[src/rtl/fib_seq_ctrl_if.sv]
// -----------------------------------------------------------------------------
// fib_seq_ctrl_if
// Command/status and datapath-control bundle for the Fibonacci sequence
// controller.
//   master : drives start/len/abort, observes the control and status outputs
//   slave  : the controller; receives start/len/abort, drives
//            wer/wea/addr1/addr2/addr3/src_sel/busy/done/err
// -----------------------------------------------------------------------------
interface fib_seq_ctrl_if;
  logic       start;    // request a new sequence (honoured only in IDLE)
  logic [5:0] len;      // total terms including both seeds, valid 3..63
  logic       abort;    // cancel a running sequence
  logic       wer;      // register-file write enable
  logic       wea;      // RAM write enable
  logic [5:0] addr1;    // read address A (older operand)
  logic [5:0] addr2;    // read address B (newer operand)
  logic [5:0] addr3;    // write address, shared by register file and RAM
  logic [1:0] src_sel;  // write-data mux: 0 seed A, 1 seed B, 2 ALU sum
  logic       busy;     // high in SEED0, SEED1 and CALC
  logic       done;     // one-cycle pulse on normal completion
  logic       err;      // one-cycle pulse when start has an invalid len

  modport master (
    output start, len, abort,
    input  wer, wea, addr1, addr2, addr3, src_sel, busy, done, err
  );

  modport slave (
    input  start, len, abort,
    output wer, wea, addr1, addr2, addr3, src_sel, busy, done, err
  );
endinterface

[src/rtl/fib_seq_ctrl.sv]
// -----------------------------------------------------------------------------
// fib_seq_ctrl
// Sequencer for a Fibonacci generator. Two seed writes are followed by one
// sum write per cycle (rf[addr1] + rf[addr2] -> addr3) until len terms have
// been written, then a one-cycle done pulse.
// Ports:
//   clk  : system clock, rising edge
//   rst  : asynchronous active-high reset
//   bus  : fib_seq_ctrl_if.slave (start/len/abort in, control/status out)
// Every output is a flop loaded from the next-state decode, so no input
// reaches an output combinationally and each output is valid for the whole
// cycle of the state it belongs to.
// -----------------------------------------------------------------------------
module fib_seq_ctrl (
  input  logic           clk,
  input  logic           rst,
  fib_seq_ctrl_if.slave  bus
);

  typedef enum logic [2:0] {
    IDLE  = 3'd0,
    SEED0 = 3'd1,
    SEED1 = 3'd2,
    CALC  = 3'd3,
    DONE  = 3'd4
  } state_t;

  localparam logic [1:0] SRC_SEED_A = 2'd0;
  localparam logic [1:0] SRC_SEED_B = 2'd1;
  localparam logic [1:0] SRC_SUM    = 2'd2;
  localparam logic [5:0] MIN_LEN    = 6'd3;

  state_t     state, state_n;
  logic [5:0] len_q, len_n;
  logic       wer_q, wer_n;
  logic       wea_q, wea_n;
  logic [5:0] addr1_q, addr1_n;
  logic [5:0] addr2_q, addr2_n;
  logic [5:0] addr3_q, addr3_n;
  logic [1:0] src_sel_q, src_sel_n;
  logic       busy_q, busy_n;
  logic       done_q, done_n;
  logic       err_q, err_n;

  // Next-state and next-output decode.
  always_comb begin
    // NOTE: every variable gets a default first so no path can infer a latch.
    state_n = state;
    len_n   = len_q;
    addr1_n = 6'd0;
    addr2_n = 6'd1;
    addr3_n = 6'd0;
    err_n   = 1'b0;

    unique case (state)
      IDLE: begin
        if (bus.start) begin
          if (bus.len >= MIN_LEN) begin
            state_n = SEED0;
            len_n   = bus.len;
          end else begin
            err_n   = 1'b1;
          end
        end
      end

      SEED0: begin
        if (bus.abort) begin
          state_n = IDLE;
        end else begin
          state_n = SEED1;
          addr3_n = 6'd1;
        end
      end

      SEED1: begin
        if (bus.abort) begin
          state_n = IDLE;
        end else begin
          state_n = CALC;
          addr3_n = 6'd2;
        end
      end

      CALC: begin
        // Abort has priority over the final write so no done is reported.
        if (bus.abort) begin
          state_n = IDLE;
        end else if (addr3_q == len_q - 6'd1) begin
          state_n = DONE;
        end else begin
          state_n = CALC;
          // len_q <= 63 keeps addr3 <= 62, so these never wrap.
          addr1_n = addr1_q + 6'd1;
          addr2_n = addr2_q + 6'd1;
          addr3_n = addr3_q + 6'd1;
        end
      end

      DONE: begin
        state_n = IDLE;
      end

      default: begin
        state_n = IDLE;
      end
    endcase

    // Output flags follow purely from the state being entered.
    wer_n     = (state_n == SEED0) || (state_n == SEED1) || (state_n == CALC);
    wea_n     = wer_n;
    busy_n    = wer_n;
    done_n    = (state_n == DONE);
    src_sel_n = (state_n == SEED1) ? SRC_SEED_B :
                (state_n == CALC)  ? SRC_SUM    : SRC_SEED_A;
  end

  // State and registered outputs.
  always_ff @(posedge clk or posedge rst) begin
    if (rst) begin
      state     <= IDLE;
      len_q     <= 6'd0;
      wer_q     <= 1'b0;
      wea_q     <= 1'b0;
      addr1_q   <= 6'd0;
      addr2_q   <= 6'd1;
      addr3_q   <= 6'd0;
      src_sel_q <= SRC_SEED_A;
      busy_q    <= 1'b0;
      done_q    <= 1'b0;
      err_q     <= 1'b0;
    end else begin
      // NOTE: non-blocking assignments so all flops update from pre-edge values.
      state     <= state_n;
      len_q     <= len_n;
      wer_q     <= wer_n;
      wea_q     <= wea_n;
      addr1_q   <= addr1_n;
      addr2_q   <= addr2_n;
      addr3_q   <= addr3_n;
      src_sel_q <= src_sel_n;
      busy_q    <= busy_n;
      done_q    <= done_n;
      err_q     <= err_n;
    end
  end

  assign bus.wer     = wer_q;
  assign bus.wea     = wea_q;
  assign bus.addr1   = addr1_q;
  assign bus.addr2   = addr2_q;
  assign bus.addr3   = addr3_q;
  assign bus.src_sel = src_sel_q;
  assign bus.busy    = busy_q;
  assign bus.done    = done_q;
  assign bus.err     = err_q;

endmodule

[src/flat_wrapper.sv]
// flat-port wrapper written by rule: the top's interface ports become plain ports
module fib_seq_ctrl_flat 
  (clk, rst, bus_start, bus_len, bus_abort, bus_wer, bus_wea, bus_addr1, bus_addr2, bus_addr3, bus_src_sel, bus_busy, bus_done, bus_err);
  fib_seq_ctrl_if bus_i ();
  input  logic clk;
  input  logic rst;
  input wire logic [$bits(bus_i.start)-1:0] bus_start;
  input wire logic [$bits(bus_i.len)-1:0] bus_len;
  input wire logic [$bits(bus_i.abort)-1:0] bus_abort;
  output wire logic [$bits(bus_i.wer)-1:0] bus_wer;
  output wire logic [$bits(bus_i.wea)-1:0] bus_wea;
  output wire logic [$bits(bus_i.addr1)-1:0] bus_addr1;
  output wire logic [$bits(bus_i.addr2)-1:0] bus_addr2;
  output wire logic [$bits(bus_i.addr3)-1:0] bus_addr3;
  output wire logic [$bits(bus_i.src_sel)-1:0] bus_src_sel;
  output wire logic [$bits(bus_i.busy)-1:0] bus_busy;
  output wire logic [$bits(bus_i.done)-1:0] bus_done;
  output wire logic [$bits(bus_i.err)-1:0] bus_err;
  assign bus_i.start = bus_start;
  assign bus_i.len = bus_len;
  assign bus_i.abort = bus_abort;
  assign bus_wer = bus_i.wer;
  assign bus_wea = bus_i.wea;
  assign bus_addr1 = bus_i.addr1;
  assign bus_addr2 = bus_i.addr2;
  assign bus_addr3 = bus_i.addr3;
  assign bus_src_sel = bus_i.src_sel;
  assign bus_busy = bus_i.busy;
  assign bus_done = bus_i.done;
  assign bus_err = bus_i.err;
  fib_seq_ctrl u_core (.clk(clk), .rst(rst), .bus(bus_i));
endmodule
[config.mk]
export PLATFORM = sky130hd
export DESIGN_NAME = fib_seq_ctrl_flat
export DESIGN_NICKNAME = d
export VERILOG_FILES = /design/src/rtl/fib_seq_ctrl_if.sv /design/src/rtl/fib_seq_ctrl.sv /design/src/flat_wrapper.sv
export SDC_FILE = /design/constraint.sdc
export NUM_CORES = 1
export LEC_CHECK = 0
export BUFFER_PORTS_ARGS = -buffer_cell sky130_fd_sc_hd__buf_2
export CAP_MARGIN = 20
export CORE_ASPECT_RATIO = 1.1
export CORE_MARGIN = 1.5
export CORE_UTILIZATION = 52
export DETAILED_ROUTE_END_ITERATION = 7
export PLACE_DENSITY_LB_ADDON = 0.3
export SLEW_MARGIN = 20
export SYNTH_ARGS = -nofsm -noshare
export SYNTH_HDL_FRONTEND = slang
export SYNTH_SLANG_ARGS = --single-unit
[constraint.sdc]
create_clock -name clk -period 2.62 [get_ports clk]
set_clock_uncertainty 0.15 [all_clocks]
set_input_delay 0.131 -clock clk [delete_from_list [all_inputs] [get_ports clk]]
set_output_delay 0.131 -clock clk [all_outputs]
set_load 0.005 [all_outputs]
Yosys cells after proc, flatten, opt, wreduce, memory -nomap -nowiden
Index checks and enable logic that the tools add are counted.
{"block": "totals", "reg_bits": 32, "wordCells": 49, "in_bits": 10}
{"block": "op_classes", "reduce_logical": 4, "eq_ne": 8, "n_lt_le_gt_ge": 1, "mux": 23, "addsub": 4}
{"op": "$mux 6", "n": 8}
{"op": "$add 6x1->6 const B", "n": 3}
{"op": "$pmux 6 s3", "n": 1}
{"op": "$eq 3x2->1 const B", "n": 4}
{"op": "$mux 3", "n": 4}
{"op": "$pmux 3 s4", "n": 1}
{"op": "$mux 2", "n": 5}
{"op": "$eq 3x1->1 const B", "n": 2}
{"op": "$eq 6x6->1", "n": 1}
{"op": "$ge 6x2->1 const B", "n": 1}
{"op": "$sub 6x1->6 const B", "n": 1}
{"op": "$mux 1", "n": 4}
{"op": "$eq 3x3->1 const B", "n": 1}
{"op": "$logic_not 3->1", "n": 1}
{"op": "$reduce_and 3->1", "n": 1}
{"op": "$logic_or 1x1->1", "n": 2}

Longest topological paths before layout
{"block": "depth", "depth_word": 8, "depth_mapped": 8, "depth_no_buf": 7}

Worst setup path after synthesis
OpenSTA, ideal clock, no wires.
{"block": "synth_path", "path_type": "reg2reg", "start": "register u_core.len_q[0]", "end": "register u_core.wer_q (netlist: u_core.bus.wer)", "period_less_slack_ps": 2309, "setup_time_ps": 131, "arrival_ps": 2028, "path_slack_ps": 311, "path_stages_with_launch": 8, "path_buffers": 0, "path_cell_list": "dfrtp_1 inv_1 ha_1 nor2b_1 or3_1 a31o_4 o31a_1 or3_1"}
{"block": "synth_between", "elab_chain_len": 8}
{"element": "from (decl)", "line_no": "fib_seq_ctrl.sv:34", "source": "logic [5:0] len_q, len_n;"}
{"element": "from (signal assigned)", "line_no": "fib_seq_ctrl.sv:135", "source": "len_q <= len_n;"}
{"element": "$sub 6x1->6 (*)", "line_no": "fib_seq_ctrl.sv:89", "source": "end else if (addr3_q == len_q - 6'd1) begin"}
{"element": "$eq 6x6->1 (*)", "line_no": "fib_seq_ctrl.sv:89"}
{"element": "$mux 3 (*)", "line_no": "fib_seq_ctrl.sv:89"}
{"element": "$mux 3 (*)", "line_no": "fib_seq_ctrl.sv:87", "source": "if (bus.abort) begin"}
{"element": "$pmux 3 s4 (*)", "line_no": "fib_seq_ctrl.sv:55", "source": "unique case (state)"}
{"element": "$eq 3x1->1 / $eq 3x2->1 (equally long branches)", "line_no": "fib_seq_ctrl.sv:110", "source": "wer_n = (state_n == SEED0) || (state_n == SEED1) || (state_n == CALC);"}
{"element": "$logic_or 1x1->1", "line_no": "fib_seq_ctrl.sv:110"}
{"element": "$logic_or 1x1->1 (*)", "line_no": "fib_seq_ctrl.sv:110"}
{"element": "named net u_core.busy_n", "line_no": "fib_seq_ctrl.sv:41", "source": "logic busy_q, busy_n;"}
{"element": "to (signal assigned)", "line_no": "fib_seq_ctrl.sv:136", "source": "wer_q <= wer_n;"}
{"element": "to (decl)", "line_no": "fib_seq_ctrl.sv:35", "source": "logic wer_q, wer_n;"}
The timed path passes the listed nets; every way through them passes the cells marked *.
A chain may end at the register's enable or synchronous reset.

Final worst setup path
Ends and elaborated chain as after synthesis.

==> reports/metrics.cfg <==
[critical_path]
end_kind=register
reg2reg_to=u_core.bus.wer
r2r_setup_slack_ns=0.20
startpoint_type=register
cp.required_ns=2.68
crit_path_cell_trace=inv_1 > ha_1 > nor2b_1 > or3_1 > a31o_4 > o31a_1 > or3_1
crit_slowest_cell=dfrtp_1
rr_startpoint=u_core.len_q[0]
cp_data_arrival_time_ns=2.48
critPathMaxFanout=5
startpoint=u_core.len_q[0]
slowest_delay_ns=0.43
cpMostUsedCell=or3_1
r2r_cells=7
crit_path_end=u_core.bus.wer
crit_type=register to register

[global_routing]
use_met2_pct=36.49
grt.overflow.total=0
use_met1_pct=21.93
grt_pass1_wl_mm=4.705
met3_usage_pct=8.081
track_usage_pct=20.91
first_global_vias=1141
grt_max_degree=33
antenna_found_initial=0
grt-busiest-layer=met2

[logic_synthesis]
synth_edf_count=0
yosys_warnings=0
synthArstFlopShare_pct=100.0
synth-seq-cells=32
syn_inst=137
ys_types=31
ys.flop_type=dfrtp_1
netlist.top_cell.by_area=dfrtp_1
avgSynthCellArea_um2=10.92
yosysSeqAreaShare_pct=53.60
syn_nets=151
synth_top_area_share_pct=51.84
yosys-top-cells-area=dfrtp_1, xnor2_1, nor2_1
synth_area_um2=1496

[flow_run]
drv_cap=0

[sta]
holdWs_ns=0.2369
max_slew_margin_pct=57.28
tns_ns=0
slew_viol_final=0
period_minus_slack_ns=2.418
period_share_pct=92.30
max_freq_mhz=413.5
hold_violations=0
finalSetupViolCount=0
tightest_slew_ns=0.6319
rsz0062_at_grt=false

[power]
total_power_mw=1.242
p_leak_nw=0.8868
ir_worst_vdd_mv=0.4293
p_per_area_nw_per_um2=674.6

[floorplan]
ios=35
rows=20
initial_utilization_pct=54.36
die_width_um=54.15
core-area_um2=2753
dieHeight_um=59.27
dieArea_um2=3209

[route]
wl_per_cell_um=12.92
vias=1138
first_pass_iters=4
drtAntennaViolNets=0
drc=0
wl_mm=2.830
via_per_inst=5.196
first_iter_violations=20

[finish]
drive_gt1_share_pct=27.96
final_common_cell=buf_2
final_cell_count_no_fill=219
synthToLayoutAreaGrowth_pct=23.08
fillers=225
diodes=0
final_area_um2=1842
final_cell_mix=buf_2, dfrtp_1, nor2_1, xnor2_1, nand2_1
fin_nets=199

[hold_path]
worst_hold_path_type=input port to register
hold_path_depth=4

[placed_design]
place.gp.congestion=0.7686
dp_hpwl_mm=2.152
portBuffers=34
placed_area_um2=1703
dpl.cell_count=203

[clock_network]
cts_sinks=32
cts_root_buf=clkbuf_4
cts_max_path_buffers=2
cts_tree=built
clkSlewWorstSetupHoldPaths_ns=0.09
clk_latency_ns=0.32
cts_buffers=5
cts-htree-levels=2
cts_resized=0

[outcome]
outcome=finished clean

[logic make-up (layout without fill, tap and decap cells)]
| kind of cell | count (synthesis) | in the layout | synth area share (%) |
|---|---|---|---|
| AOI/OAI and AO/OA | 13 | 13 | 7.777 |
| xor gates and xnor gates | 19 | 19 | 11.12 |
| adders and majority gates | 4 | 4 | 3.345 |
| buffers and inverters | 9 | 58 | 3.093 |
| DFF | 32 | 32 | 53.60 |
| muxes | 2 | 2 | 1.505 |
| and+or+nand+nor | 58 | 58 | 19.56 |
[cells in the mapped netlist (2+ instances only)]
| library cell | number |
|---|---|
| dfrtp_1 | 31 |
| nand2_1 | 11 |
| mux2_2 | 2 |
| nor2_1 | 20 |
| nor2b_1 | 2 |
| a22o_1 | 2 |
| or3_1 | 2 |
| nor4_1 | 3 |
| buf_4 | 3 |
| ha_1 | 4 |
| a31oi_1 | 2 |
| inv_1 | 5 |
| xor2_1 | 7 |
| nor4b_1 | 2 |
| nor3_1 | 3 |
| o21ai_0 | 4 |
| or2_2 | 2 |
| nand3_1 | 7 |
| xnor2_1 | 12 |
| and2_1 | 2 |
[worst min-delay path by stage]
stage,slack [ns],start,to
floorplan,0.07,bus_abort,u_core.bus.src_sel[0]
global placement,0.07,rst,u_core.bus.src_sel[0]
detailed placement,0.08,rst,u_core.bus.src_sel[0]
CTS,0.23,bus_start,u_core.bus.err
global route,0.24,bus_start,u_core.bus.err
finish,0.24,bus_start,u_core.bus.err
[critical path, delay by kind of cell (launching register included)]
kind	cells	cell delay [ns]
AOI/OAI and AO/OA	2	0.57
adders and majority gates	1	0.23
buffers and inverters	1	0.08
DFF	1	0.43
and+or+nand+nor	3	0.84
[stage by stage]
step / util [%] / worst slack, ns
global placement: 61.86 / 0.2790
floorplan: - / 0.3108
CTS: 66.91 / 0.1862
detailed placement: 61.86 / 0.2070
finish: 66.91 / 0.2017
global route: 66.91 / 0.09630
[cell type report]
| class | instances | area (um2) | share of cell area, % |
|---|---|---|---|
| inverter | 5 | 18.77 | 1.019 |
| timing repair buffer | 45 | 272.8 | 14.81 |
| multi-input combinational | 96 | 648.1 | 35.19 |
| tap | 33 | 41.29 | 2.242 |
| sequential | 32 | 802.0 | 43.55 |
| clock buffer | 8 | 58.81 | 3.193 |
[where the power goes]
part	switching, mW	internal, mW	total (mW)
logic	0.172	0.168	0.340
registers	0.0699	0.550	0.619
clock network	0.151	0.132	0.283
total	0.392	0.850	1.24
[sequential cells by signal (all words and copies together) (netlist names)]
| register | flops |
|---|---|
| u_core.bus.addr1 | 6 |
| u_core.bus.addr2 | 6 |
| u_core.bus.addr3 | 6 |
| u_core.len_q | 6 |
| u_core.state | 3 |
| u_core.bus.src_sel | 2 |
| u_core.bus.done | 1 |
| u_core.bus.err | 1 |
| u_core.bus.wer | 1 |
[routing by layer]
layer | vias up | part of all wire (%) | wire length, um
met1 | 542 | 39 | 1115
met5 | - | 0 | 0
met3 | 6 | 4.5 | 128
met2 | 25 | 54 | 1538
met4 | 0 | 1.7 | 48
li1 | 565 | - | -
[timing repair]
item / in CTS / in global routing
endpoints found under the hold margin: 43 / 0
buffers inserted: 0 / 0
hold buffers: 8 / 0
Note: power is estimated with default switching activity, not from simulation.
